**config.mk**
```make
export PLATFORM = sky130hd
export DESIGN_NAME = line_rdata_buffer
export DESIGN_NICKNAME = d
export VERILOG_FILES = /design/src/rtl/buffer_pkg.sv /design/src/rtl/req_fifo.sv /design/src/rtl/line_rdata_buffer.sv
export SDC_FILE = /design/constraint.sdc
export NUM_CORES = 1
export LEC_CHECK = 0
export CAP_MARGIN = 20
export CORE_AREA = 2 2 230 232
export CTS_BUF_LIST = sky130_fd_sc_hd__clkbuf_8
export DETAILED_ROUTE_END_ITERATION = 10
export DIE_AREA = 0 0 232 234
export GPL_TIMING_DRIVEN = 1
export MAX_ROUTING_LAYER = met4
export PLACE_DENSITY = 0.83
export SLEW_MARGIN = 20
export SYNTH_ARGS = -nofsm -noshare
export SYNTH_HDL_FRONTEND = slang
export SYNTH_HIERARCHICAL = 1
export SYNTH_SLANG_ARGS = --single-unit
```
**constraint.sdc**
```tcl
create_clock -name clk -period 5.15 [get_ports clk]
set_input_delay 0.515 -clock clk [delete_from_list [all_inputs] [get_ports clk]]
set_output_delay 0.515 -clock clk [all_outputs]
set_load 0.01 [all_outputs]
```
**src/rtl/buffer_pkg.sv**
```systemverilog
// rtl/buffer_pkg.sv - shared types for the line read-data buffer
package buffer_pkg;

    typedef enum logic [1:0] {
        SZ_BYTE = 2'd0,
        SZ_HALF = 2'd1,
        SZ_WORD = 2'd2,
        SZ_RSVD = 2'd3
    } size_e;

    typedef enum logic [1:0] {
        ST_IDLE,
        ST_LOOKUP,
        ST_FILL_WAIT,
        ST_RESP
    } state_e;

    typedef struct packed {
        logic [31:0] addr;
        size_e       size;
        logic        sgn;
    } req_t;

    localparam int REQ_W = $bits(req_t);

    // Misaligned half/word accesses and the reserved size are rejected without a fill.
    function automatic logic req_bad(input logic [31:0] addr, input size_e size);
        logic bad;
        bad = 1'b1;
        case (size)
            SZ_BYTE: bad = 1'b0;
            SZ_HALF: bad = addr[0];
            SZ_WORD: bad = (addr[1:0] != 2'b00);
            default: bad = 1'b1;
        endcase
        return bad;
    endfunction

endpackage

```
**src/rtl/req_fifo.sv**
```systemverilog
// rtl/req_fifo.sv - request queue, power-of-two depth, head always visible
module req_fifo #(
    parameter int DEPTH = 4,
    parameter int WIDTH = 35
) (
    input  logic                     clk,
    input  logic                     rst_n,
    input  logic                     push,
    input  logic [WIDTH-1:0]         push_data,
    output logic                     full,
    input  logic                     pop,
    output logic [WIDTH-1:0]         head,
    output logic                     empty,
    output logic [$clog2(DEPTH):0]   count
);

    localparam int PTR_W = $clog2(DEPTH);

    logic [WIDTH-1:0] mem_q [DEPTH];
    logic [PTR_W-1:0] wr_ptr_q, wr_ptr_d;
    logic [PTR_W-1:0] rd_ptr_q, rd_ptr_d;
    logic [PTR_W:0]   count_q, count_d;
    logic             do_push, do_pop;

    assign full    = (count_q == (PTR_W+1)'(DEPTH));
    assign empty   = (count_q == '0);
    assign count   = count_q;
    assign head    = mem_q[rd_ptr_q];
    assign do_push = push && !full;
    assign do_pop  = pop && !empty;

    // Pointers wrap naturally because DEPTH is a power of two.
    always_comb begin
        wr_ptr_d = wr_ptr_q + PTR_W'(do_push);
        rd_ptr_d = rd_ptr_q + PTR_W'(do_pop);
        count_d  = count_q + (PTR_W+1)'(do_push) - (PTR_W+1)'(do_pop);
    end

    always_ff @(posedge clk or negedge rst_n) begin
        if (!rst_n) begin
            wr_ptr_q <= '0;
            rd_ptr_q <= '0;
            count_q  <= '0;
        end else begin
            wr_ptr_q <= wr_ptr_d;
            rd_ptr_q <= rd_ptr_d;
            count_q  <= count_d;
        end
    end

    always_ff @(posedge clk) begin
        if (do_push) begin
            mem_q[wr_ptr_q] <= push_data;
        end
    end

endmodule

```
**src/rtl/line_rdata_buffer.sv**
```systemverilog
// rtl/line_rdata_buffer.sv - single-line read buffer: queue, lookup, fill, extract
module line_rdata_buffer #(
    parameter int LINE_BITS = 256,
    parameter int WORD_BITS = 32,
    parameter int DEPTH     = 4
) (
    input  logic                 clk,
    input  logic                 rst_n,
    input  logic                 req_valid,
    output logic                 req_ready,
    input  logic [31:0]          req_addr,
    input  logic [1:0]           req_size,
    input  logic                 req_signed,
    output logic                 fill_req,
    output logic [31:0]          fill_addr,
    input  logic                 fill_valid,
    input  logic [LINE_BITS-1:0] fill_data,
    output logic                 resp_valid,
    input  logic                 resp_ready,
    output logic [WORD_BITS-1:0] resp_rdata,
    output logic                 resp_err
);

    import buffer_pkg::*;

    localparam int OFF_BITS = $clog2(LINE_BITS / 8);
    localparam int TAG_W    = 32 - OFF_BITS;
    localparam int CNT_W    = $clog2(DEPTH) + 1;
    localparam int EXT_W    = (WORD_BITS > 32) ? WORD_BITS : 32;

    state_e                 state_q, state_d;
    logic                   line_vld_q, line_vld_d;
    logic [TAG_W-1:0]       line_tag_q, line_tag_d;
    logic [LINE_BITS-1:0]   line_data_q, line_data_d;
    logic                   fill_req_q, fill_req_d;
    logic [31:0]            fill_addr_q, fill_addr_d;
    logic [WORD_BITS-1:0]   resp_rdata_q, resp_rdata_d;
    logic                   resp_err_q, resp_err_d;

    req_t                   new_req, head;
    logic                   fifo_full, fifo_empty, push, pop;
    logic [CNT_W-1:0]       fifo_cnt;

    logic [TAG_W-1:0]       head_tag;
    logic [OFF_BITS-1:0]    head_off;
    logic                   hit, bad, sign_bit;
    logic [EXT_W-1:0]       lane;
    logic [WORD_BITS-1:0]   raw, low_mask, ext;

    always_comb begin
        new_req.addr = req_addr;
        new_req.size = size_e'(req_size);
        new_req.sgn  = req_signed;
    end

    assign req_ready = !fifo_full;
    assign push      = req_valid && req_ready;

    req_fifo #(
        .DEPTH (DEPTH),
        .WIDTH (REQ_W)
    ) u_req_fifo (
        .clk       (clk),
        .rst_n     (rst_n),
        .push      (push),
        .push_data (new_req),
        .full      (fifo_full),
        .pop       (pop),
        .head      (head),
        .empty     (fifo_empty),
        .count     (fifo_cnt)
    );

    // Lookup and data extraction for the request at the queue head.
    always_comb begin
        head_tag = head.addr[31:OFF_BITS];
        head_off = head.addr[OFF_BITS-1:0];
        hit      = line_vld_q && (line_tag_q == head_tag);
        bad      = req_bad(head.addr, head.size);
        lane     = EXT_W'(line_data_q >> {head_off, 3'b000});
        raw      = lane[WORD_BITS-1:0];
        case (head.size)
            SZ_BYTE: begin
                low_mask = WORD_BITS'(32'h0000_00ff);
                sign_bit = lane[7];
            end
            SZ_HALF: begin
                low_mask = WORD_BITS'(32'h0000_ffff);
                sign_bit = lane[15];
            end
            default: begin
                low_mask = WORD_BITS'(32'hffff_ffff);
                sign_bit = lane[31];
            end
        endcase
        ext = (raw & low_mask) | ({WORD_BITS{head.sgn & sign_bit}} & ~low_mask);
    end

    always_comb begin
        state_d      = state_q;
        line_vld_d   = line_vld_q;
        line_tag_d   = line_tag_q;
        line_data_d  = line_data_q;
        fill_req_d   = 1'b0;
        fill_addr_d  = fill_addr_q;
        resp_rdata_d = resp_rdata_q;
        resp_err_d   = resp_err_q;
        pop          = 1'b0;

        // A delivered line always belongs to the last requested address.
        if (fill_valid) begin
            line_vld_d  = 1'b1;
            line_tag_d  = fill_addr_q[31:OFF_BITS];
            line_data_d = fill_data;
        end

        case (state_q)
            ST_IDLE: begin
                if (!fifo_empty) state_d = ST_LOOKUP;
            end
            ST_LOOKUP: begin
                if (fifo_empty) begin
                    state_d = ST_IDLE;
                end else if (bad || hit) begin
                    resp_rdata_d = bad ? '0 : ext;
                    resp_err_d   = bad;
                    state_d      = ST_RESP;
                end else begin
                    fill_req_d  = 1'b1;
                    fill_addr_d = {head_tag, {OFF_BITS{1'b0}}};
                    state_d     = ST_FILL_WAIT;
                end
            end
            ST_FILL_WAIT: begin
                if (fill_valid) state_d = ST_LOOKUP;
            end
            ST_RESP: begin
                if (resp_ready) begin
                    pop     = 1'b1;
                    state_d = ((fifo_cnt > CNT_W'(1)) || push) ? ST_LOOKUP : ST_IDLE;
                end
            end
            default: state_d = ST_IDLE;
        endcase
    end

    always_ff @(posedge clk or negedge rst_n) begin
        if (!rst_n) begin
            state_q      <= ST_IDLE;
            line_vld_q   <= 1'b0;
            line_tag_q   <= '0;
            line_data_q  <= '0;
            fill_req_q   <= 1'b0;
            fill_addr_q  <= '0;
            resp_rdata_q <= '0;
            resp_err_q   <= 1'b0;
        end else begin
            state_q      <= state_d;
            line_vld_q   <= line_vld_d;
            line_tag_q   <= line_tag_d;
            line_data_q  <= line_data_d;
            fill_req_q   <= fill_req_d;
            fill_addr_q  <= fill_addr_d;
            resp_rdata_q <= resp_rdata_d;
            resp_err_q   <= resp_err_d;
        end
    end

    assign fill_req   = fill_req_q;
    assign fill_addr  = fill_addr_q;
    assign resp_valid = (state_q == ST_RESP);
    assign resp_rdata = resp_rdata_q;
    assign resp_err   = resp_err_q;

endmodule

```
==> results of run 1 <==
-- critical path: stages, from the launching register on --
cell and delay [ps]:
dfrtp_1 430, buf_4 470, mux4_2 550, buf_4 410, buf_4 460, mux2i_1 130, a22oi_1 170, a41o_1 280
nor3_4 70, nor4_2 710, a211o_1 200
-- stage by stage --
step | power, uW | cells | worst slack (ps)
2_1_floorplan | 12300 | 1770 | -107
3_3_place_gp | 14500 | 2701 | 1280
3_5_place_dp | 14700 | 2701 | 1160
4_1_cts | 18300 | 2850 | 1150
5_1_grt | 19100 | 2853 | 919
6_report | 18300 | 2853 | 1180
-- layout make-up --
type                            count  area [sq um]
Fill cell                        3906         19800
Sequential cell                   494         13100
Clock inverter                     52           387
Multi-Input combinational cell   1122         12600
Inverter                           10          37.5
Clock buffer                       96          1320
Tap cell                          688           861
Timing Repair Buffer              388          3930
Antenna cell                        3          7.51
-- metal layers --
layer | track usage (%) | up-vias | part of all wire [%]
li1 | - | 7612 | -
met1 | 35.3 | 9314 | 38
met2 | 49.6 | 753 | 52
met3 | 4.97 | 166 | 6.9
met4 | 12.2 | 0 | 3.8
met5 | - | - | 0
-- cell usage in the layout (no fill, tap or decap), drive strengths merged, types with 10 or more instances in the layout --
cell type / count
nand4: 10
mux2: 334
inv: 38
a211o: 16
clkdlybuf4s50: 356
o21ai: 27
dfrtp: 354
xor2: 14
o2bb2ai: 14
nor2b: 11
mux2i: 197
mux4: 186
a31oi: 11
xnor2: 18
clkbuf: 96
a221oi: 13
clkinv: 19
nor2: 42
buf: 31
nand2: 66
a21oi: 30
edfxtp: 140
-- state kept, by name, summed over array words and instances (netlist names), 2 cells and up --
name,cells
u_req_fifo/wr_ptr_q,2
resp_rdata,32
state_q,2
line_data_q,256
line_tag_q,27
u_req_fifo/count,3
u_req_fifo/rd_ptr_q,2
u_req_fifo/mem_q,140
fill_addr,27
-- cell families after synthesis --
family          synth area share [%]
compound gates                  4.91
xor+xnor                        1.05
fa+ha+maj                      0.170
buf+inv                         3.61
flops                           49.2
mux                             37.4
other cells                   0.0141
simple gates                    3.64
-- power breakdown --
group / switching, uW / leakage, uW / internal (uW)
Combinational: 4820 / 0.00634 / 4530
Sequential: 607 / 0.00550 / 4760
Clock: 1660 / 0.000975 / 1930
-- final timing paths --
check,from,slack (ps),endpoint
min in group asynchronous,rst_n,470,line_data_q[131]$_DFFE_PN0P_
max in group asynchronous,rst_n,3420,line_data_q[231]$_DFFE_PN0P_
setup reg to reg,u_req_fifo/rd_ptr_q[1]$_DFF_PN0_,1180,resp_rdata[8]$_DFFE_PN0P_
hold / removal,fill_valid,440,line_data_q[226]$_DFFE_PN0P_
setup / recovery,u_req_fifo/rd_ptr_q[1]$_DFF_PN0_,1180,resp_rdata[8]$_DFFE_PN0P_
hold reg to reg,resp_rdata[18]$_DFFE_PN0P_,490,resp_rdata[18]$_DFFE_PN0P_
==> results.md, run 1 <==
• **outcome** finished, final reports clean
• **number of global-route vias before repair** 18.8k
• **critical path endpoint category** flop
• **Rel. slew slack** 29.9%
• **Placement Cell Area** 30500 sq um
• **antenna violations before repair** 2
• **Detailed Routing Iterations Pass 1** 6
• **cell area after synthesis** 26600 sq um
• **Final Net Count** 2396
• **global placer's final weighted congestion** 0.979
• **Worst-Margin Slew** 1050 ps
• **final setup violation count** 0
• **CTS tree** yes
• **placeable core area** 52000 sq um
• **fraction of layout instances using a drive strength above 1** 31.9%
• **total of warnings raised by yosys** 6
• **PostCTS Resize Cnt** 0
• **portion of the post-synthesis area used by sequential elements** 49.2%
• **later-pin clock latency in the skew report** 690 ps
• **final wirelength** 77200 um
• **clk sinks** 494
• **site row count** 84
• **master cell of the clock root buffer** clkbuf_8
• **first-pass GRT wire length** 115000 um
• **first-iteration detailed-routing DRC count** 2049
• **final hold slack** 436 ps
• **starting density of the core** 51.1%
• **Die Width** 232 um
• **number of levels the H-tree was split into** 3
• **cell with the most instances after synthesis** dfrtp_1
• **Max-cap violations** 0
• **shortest period the worst path allows** 3970 ps
• **hold crit path type** in -> reg
• **number of enable flip-flop cells after synthesis** 140
• **FFs w/ async S/R, synth** 71.7%
• **average vias per placed instance** 6.25
• **maximum number of pins on one net before global-route repair** 142
• **Layout Utilization** 61.9%
• **areal power density over the cells** 568 nW/um^2
• **area delta synth->final** 21.2%
• **final-layout setup total negative slack** 0 ps
• **synthesis-stage register bit count** 494
• **Max rail drop VDD** 496 uV
• **start-to-end type of the worst setup path** reg -> reg
• **input/output buffers** 358
• **Fin Clk Skew** 36.8 ps
• **share of Yosys cell area claimed by the top area cell type** 33.3%
• **biggest area consumer among synthesized cells** dfrtp_1
• **cell types with the highest counts after synthesis** 354 x dfrtp_1, 333 x mux2_2, 197 x mux2i_1
• **RSZ-0062 raised after global routing** no
• **number of nets still failing antenna checks after routing** 0
• **overflow left after global routing** 0
• **post-CTS setup repair buffer count** 0
• **via count of the routed design** 17.8k
• **CTS clock-pin slew for the worst setup and hold paths** 60 ps
• **leakage** 0.0128 uW
• **Final HPWL DP** 55500 um
• **Primary FF master, synth** dfrtp_1
• **number of endpoints with negative hold slack in the final report** 0
• **Critical Path RT** 5770 ps
• **Max Root-Sink Buffers** 3
• **area of the die** 54300 sq um
• **number of buffers created by CTS** 81
• **number of cells traversed by the worst hold path** 2
• **maximum fanout encountered on the critical timing path** 33
• **Slew Limit Fails** 0
• **number of standard cells after synthesis** 1766
• **CP arrival** 4600 ps
• **post-detailed-route wirelength per cell** 27.1 um
• **Post-Syn Area per Cell** 15.0 sq um
• **boundary pin count** 364
• **Tot GR Track Use** 29.4%
• **total non-filler cell area in the finished layout** 32200 sq um
• **hold buffer count at CTS** 1
• **synth unique cells** 78
• **crit path launch type** flop
• **maximum operating frequency** 252 MHz
• **final period utilization** 77.2%
• **Worst R2R Path Depth** 10
• **ranking of synthesized cells by area** dfrtp_1 33%, edfxtp_1 16%, mux4_2 15%
• **die height** 234 um
• **drc violations** 0
No activity file was read; power rests on OpenSTA's default activity.
==> run 2, diff against run 1 <==
--- a/config.mk
+++ b/config.mk
@@ -6,13 +6,13 @@
 export NUM_CORES = 1
 export LEC_CHECK = 0
 export CAP_MARGIN = 20
-export CORE_AREA = 2 2 230 232
+export CORE_AREA = 2 2 219 221
 export CTS_BUF_LIST = sky130_fd_sc_hd__clkbuf_8
 export DETAILED_ROUTE_END_ITERATION = 10
-export DIE_AREA = 0 0 232 234
+export DIE_AREA = 0 0 221 223
 export GPL_TIMING_DRIVEN = 1
 export MAX_ROUTING_LAYER = met4
-export PLACE_DENSITY = 0.83
+export PLACE_DENSITY = 0.87
 export SLEW_MARGIN = 20
 export SYNTH_ARGS = -nofsm -noshare
 export SYNTH_HDL_FRONTEND = slang
==> constraint.sdc (replaced) <==
create_clock -name clk -period 4.2 [get_ports clk]
set_input_delay 0.42 -clock clk [delete_from_list [all_inputs] [get_ports clk]]
set_output_delay 0.42 -clock clk [all_outputs]
set_load 0.01 [all_outputs]
==> run 2 against run 1 <==
Compared with the run above: sequential share of layout area fell by 0.34 points; first-iteration DRC count fell by 11%; wire length rose by 5.8%; largest power group unchanged.
==> results.md, run 2 (synthesis results as in run 1) <==
• **drc violations** 0
• **post-detailed-route wirelength per cell** 29.0 um
• **leakage** 0.0130 uW
• **first-pass GRT wire length** 123000 um
• **starting density of the core** 56.4%
• **Critical Path RT** 4800 ps
• **final wirelength** 81700 um
• **Rel. slew slack** 36.6%
• **Placed Cells incl. Taps** 2653
• **number of flip-flops under the largest register name** 256
• **Finished Layout Cells** 2815
• **via count of the routed design** 18.4k
• **register area** 13100 sq um
• **final setup violation count** 0
• **number of buffers created by CTS** 83
• **critical path endpoint category** flop
• **area of the multi-input gates** 12600 sq um
• **master cell of the clock root buffer** clkbuf_8
• **die height** 223 um
• **outcome** finished, final reports clean
• **maximum fanout encountered on the critical timing path** 34
• **clk sinks** 494
• **overflow left after global routing** 0
• **number of endpoints with negative hold slack in the final report** 0
• **boundary pin count** 364
• **Slew Limit Fails** 0
• **site row count** 80
• **number of levels the H-tree was split into** 3
• **reg-to-reg critical path startpoint** u_req_fifo/rd_ptr_q[0]$_DFF_PN0_
• **most frequent cells in the layout** 356 x clkdlybuf4s50_1, 353 x dfrtp_1, 333 x mux2_2
• **Final Net Count** 2423
• **CTS clock-pin slew for the worst setup and hold paths** 60 ps
• **Total Power Consumption** 23200 uW
• **worst-case hold path end point** line_data_q[242]$_DFFE_PN0P_
• **Max-cap violations** 0
• **placeable core area** 47100 sq um
• **fraction of layout instances using a drive strength above 1** 33.0%
• **areal power density over the cells** 714 nW/um^2
• **Tot GR Track Use** 34.3%
• **Final HPWL DP** 57700 um
• **input/output buffers** 358
• **antenna violations before repair** 7
• **Detailed Routing Iterations Pass 1** 5
• **global placer's final weighted congestion** 0.968
• **later-pin clock latency in the skew report** 720 ps
• **launch instance of the worst min-delay path** fill_valid
• **first-iteration detailed-routing DRC count** 1815
• **maximum number of pins on one net before global-route repair** 93
• **Max rail drop VDD** 519 uV
• **fill cell total of the finished layout** 3087
• **Max Root-Sink Buffers** 3
• **number of nets still failing antenna checks after routing** 0
• **number of cells traversed by the worst hold path** 2
• **CTS tree** yes
• **start-to-end type of the worst setup path** reg -> reg
• **most common library cell in the layout ignoring fill and taps** clkdlybuf4s50_1
• **Worst R2R Path Depth** 9
• **Fin Clk Skew** 49.8 ps
• **R2R Setup Slk** 400 ps
• **Worst-Margin Slew** 947 ps
• **crit path launch type** flop
• **number of global-route vias before repair** 19.3k
• **Critical R2R Capture** resp_rdata[29]$_DFFE_PN0P_
• **maximum operating frequency** 263 MHz
• **area of the die** 49300 sq um
• **area delta synth->final** 22.2%
• **CP arrival** 4390 ps
• **average vias per placed instance** 6.52
• **post-CTS setup repair buffer count** 0
• **hold crit path type** in -> reg
• **shortest period the worst path allows** 3800 ps
• **RSZ-0062 raised after global routing** no
• **Die Width** 221 um
• **largest register by flop count** line_data_q
• **final period utilization** 90.4%
run 2: changes by cell type in the layout (fill, tap and decap cells not counted), moves of 3 or more:
cell,previous run,this run
clkinvlp_4,1,6
buf_4,20,40
diode_2,3,7
clkbuf_8,96,100
clkinv_1,3,0
buf_12,9,14
run 2: worst max-delay path by stage:
stage / from / to / depth (start not counted)
2_1_floorplan: u_req_fifo/count[0]$_DFF_PN0_ / u_req_fifo/mem_q[1][0]$_DFFE_PP_ / 5
3_3_place_gp: u_req_fifo/rd_ptr_q[0]$_DFF_PN0_ / resp_rdata[29]$_DFFE_PN0P_ / 9
3_5_place_dp: u_req_fifo/rd_ptr_q[0]$_DFF_PN0_ / resp_rdata[29]$_DFFE_PN0P_ / 9
4_1_cts: u_req_fifo/rd_ptr_q[0]$_DFF_PN0_ / resp_rdata[29]$_DFFE_PN0P_ / 9
5_1_grt: u_req_fifo/rd_ptr_q[0]$_DFF_PN0_ / resp_rdata[29]$_DFFE_PN0P_ / 9
6_report: u_req_fifo/rd_ptr_q[0]$_DFF_PN0_ / resp_rdata[29]$_DFFE_PN0P_ / 9
run 2: routing by layer:
layer / up-vias / track usage (%) / part of all wire, %
met4: 0 / 12.9 / 3.9
met2: 954 / 57.2 / 51
li1: 7684 / - / -
met3: 194 / 6.41 / 7.4
met5: - / - / 0
met1: 9520 / 41.9 / 38
run 2: area by class of cell:
| class | count | area share, % |
|---|---|---|
| sequential | 494 | 40.2 |
| multi-input combinational | 1122 | 38.8 |
| timing repair buffer | 413 | 12.9 |
| clock buffer | 100 | 4.24 |
| tap | 615 | 2.37 |
| clock inverter | 54 | 1.34 |
| inverter | 10 | 0.116 |
| antenna | 7 | 0.0539 |
run 2: worst max-delay path, stage by stage, from the launching register on:
cell,delay (ps)
dfrtp_2,440
buf_12,290
mux4_2,590
xnor2_1,410
nand4_1,190
nor4_1,510
buf_4,220
and3_1,280
o21ai_4,290
a221o_1,450
run 2: power breakdown:
part / leakage (uW) / internal [uW] / switching, uW
clock: 0.00101 / 2510 / 2160
combinational: 0.00648 / 5740 / 6140
sequential: 0.00550 / 5840 / 780
run 2: timing repair:
action | CTS | global route
hold buffers | 1 | 0
gates resized for setup | 0 | 0
endpoints found under the hold margin | 87 | 0
run 2: stage by stage:
stage	cell area (sq um)	hold WS, ps	util (%)	setup TNS (ps)	setup slack, ps
after global routing	32500	266	68.9	0	244
after global placement	30600	469	65.0	0	525
after floorplan	26600	124	-	-101080	-1060
after detailed placement	30600	473	65.0	0	484
after CTS	32500	232	68.8	0	376
final	32500	245	68.9	0	403
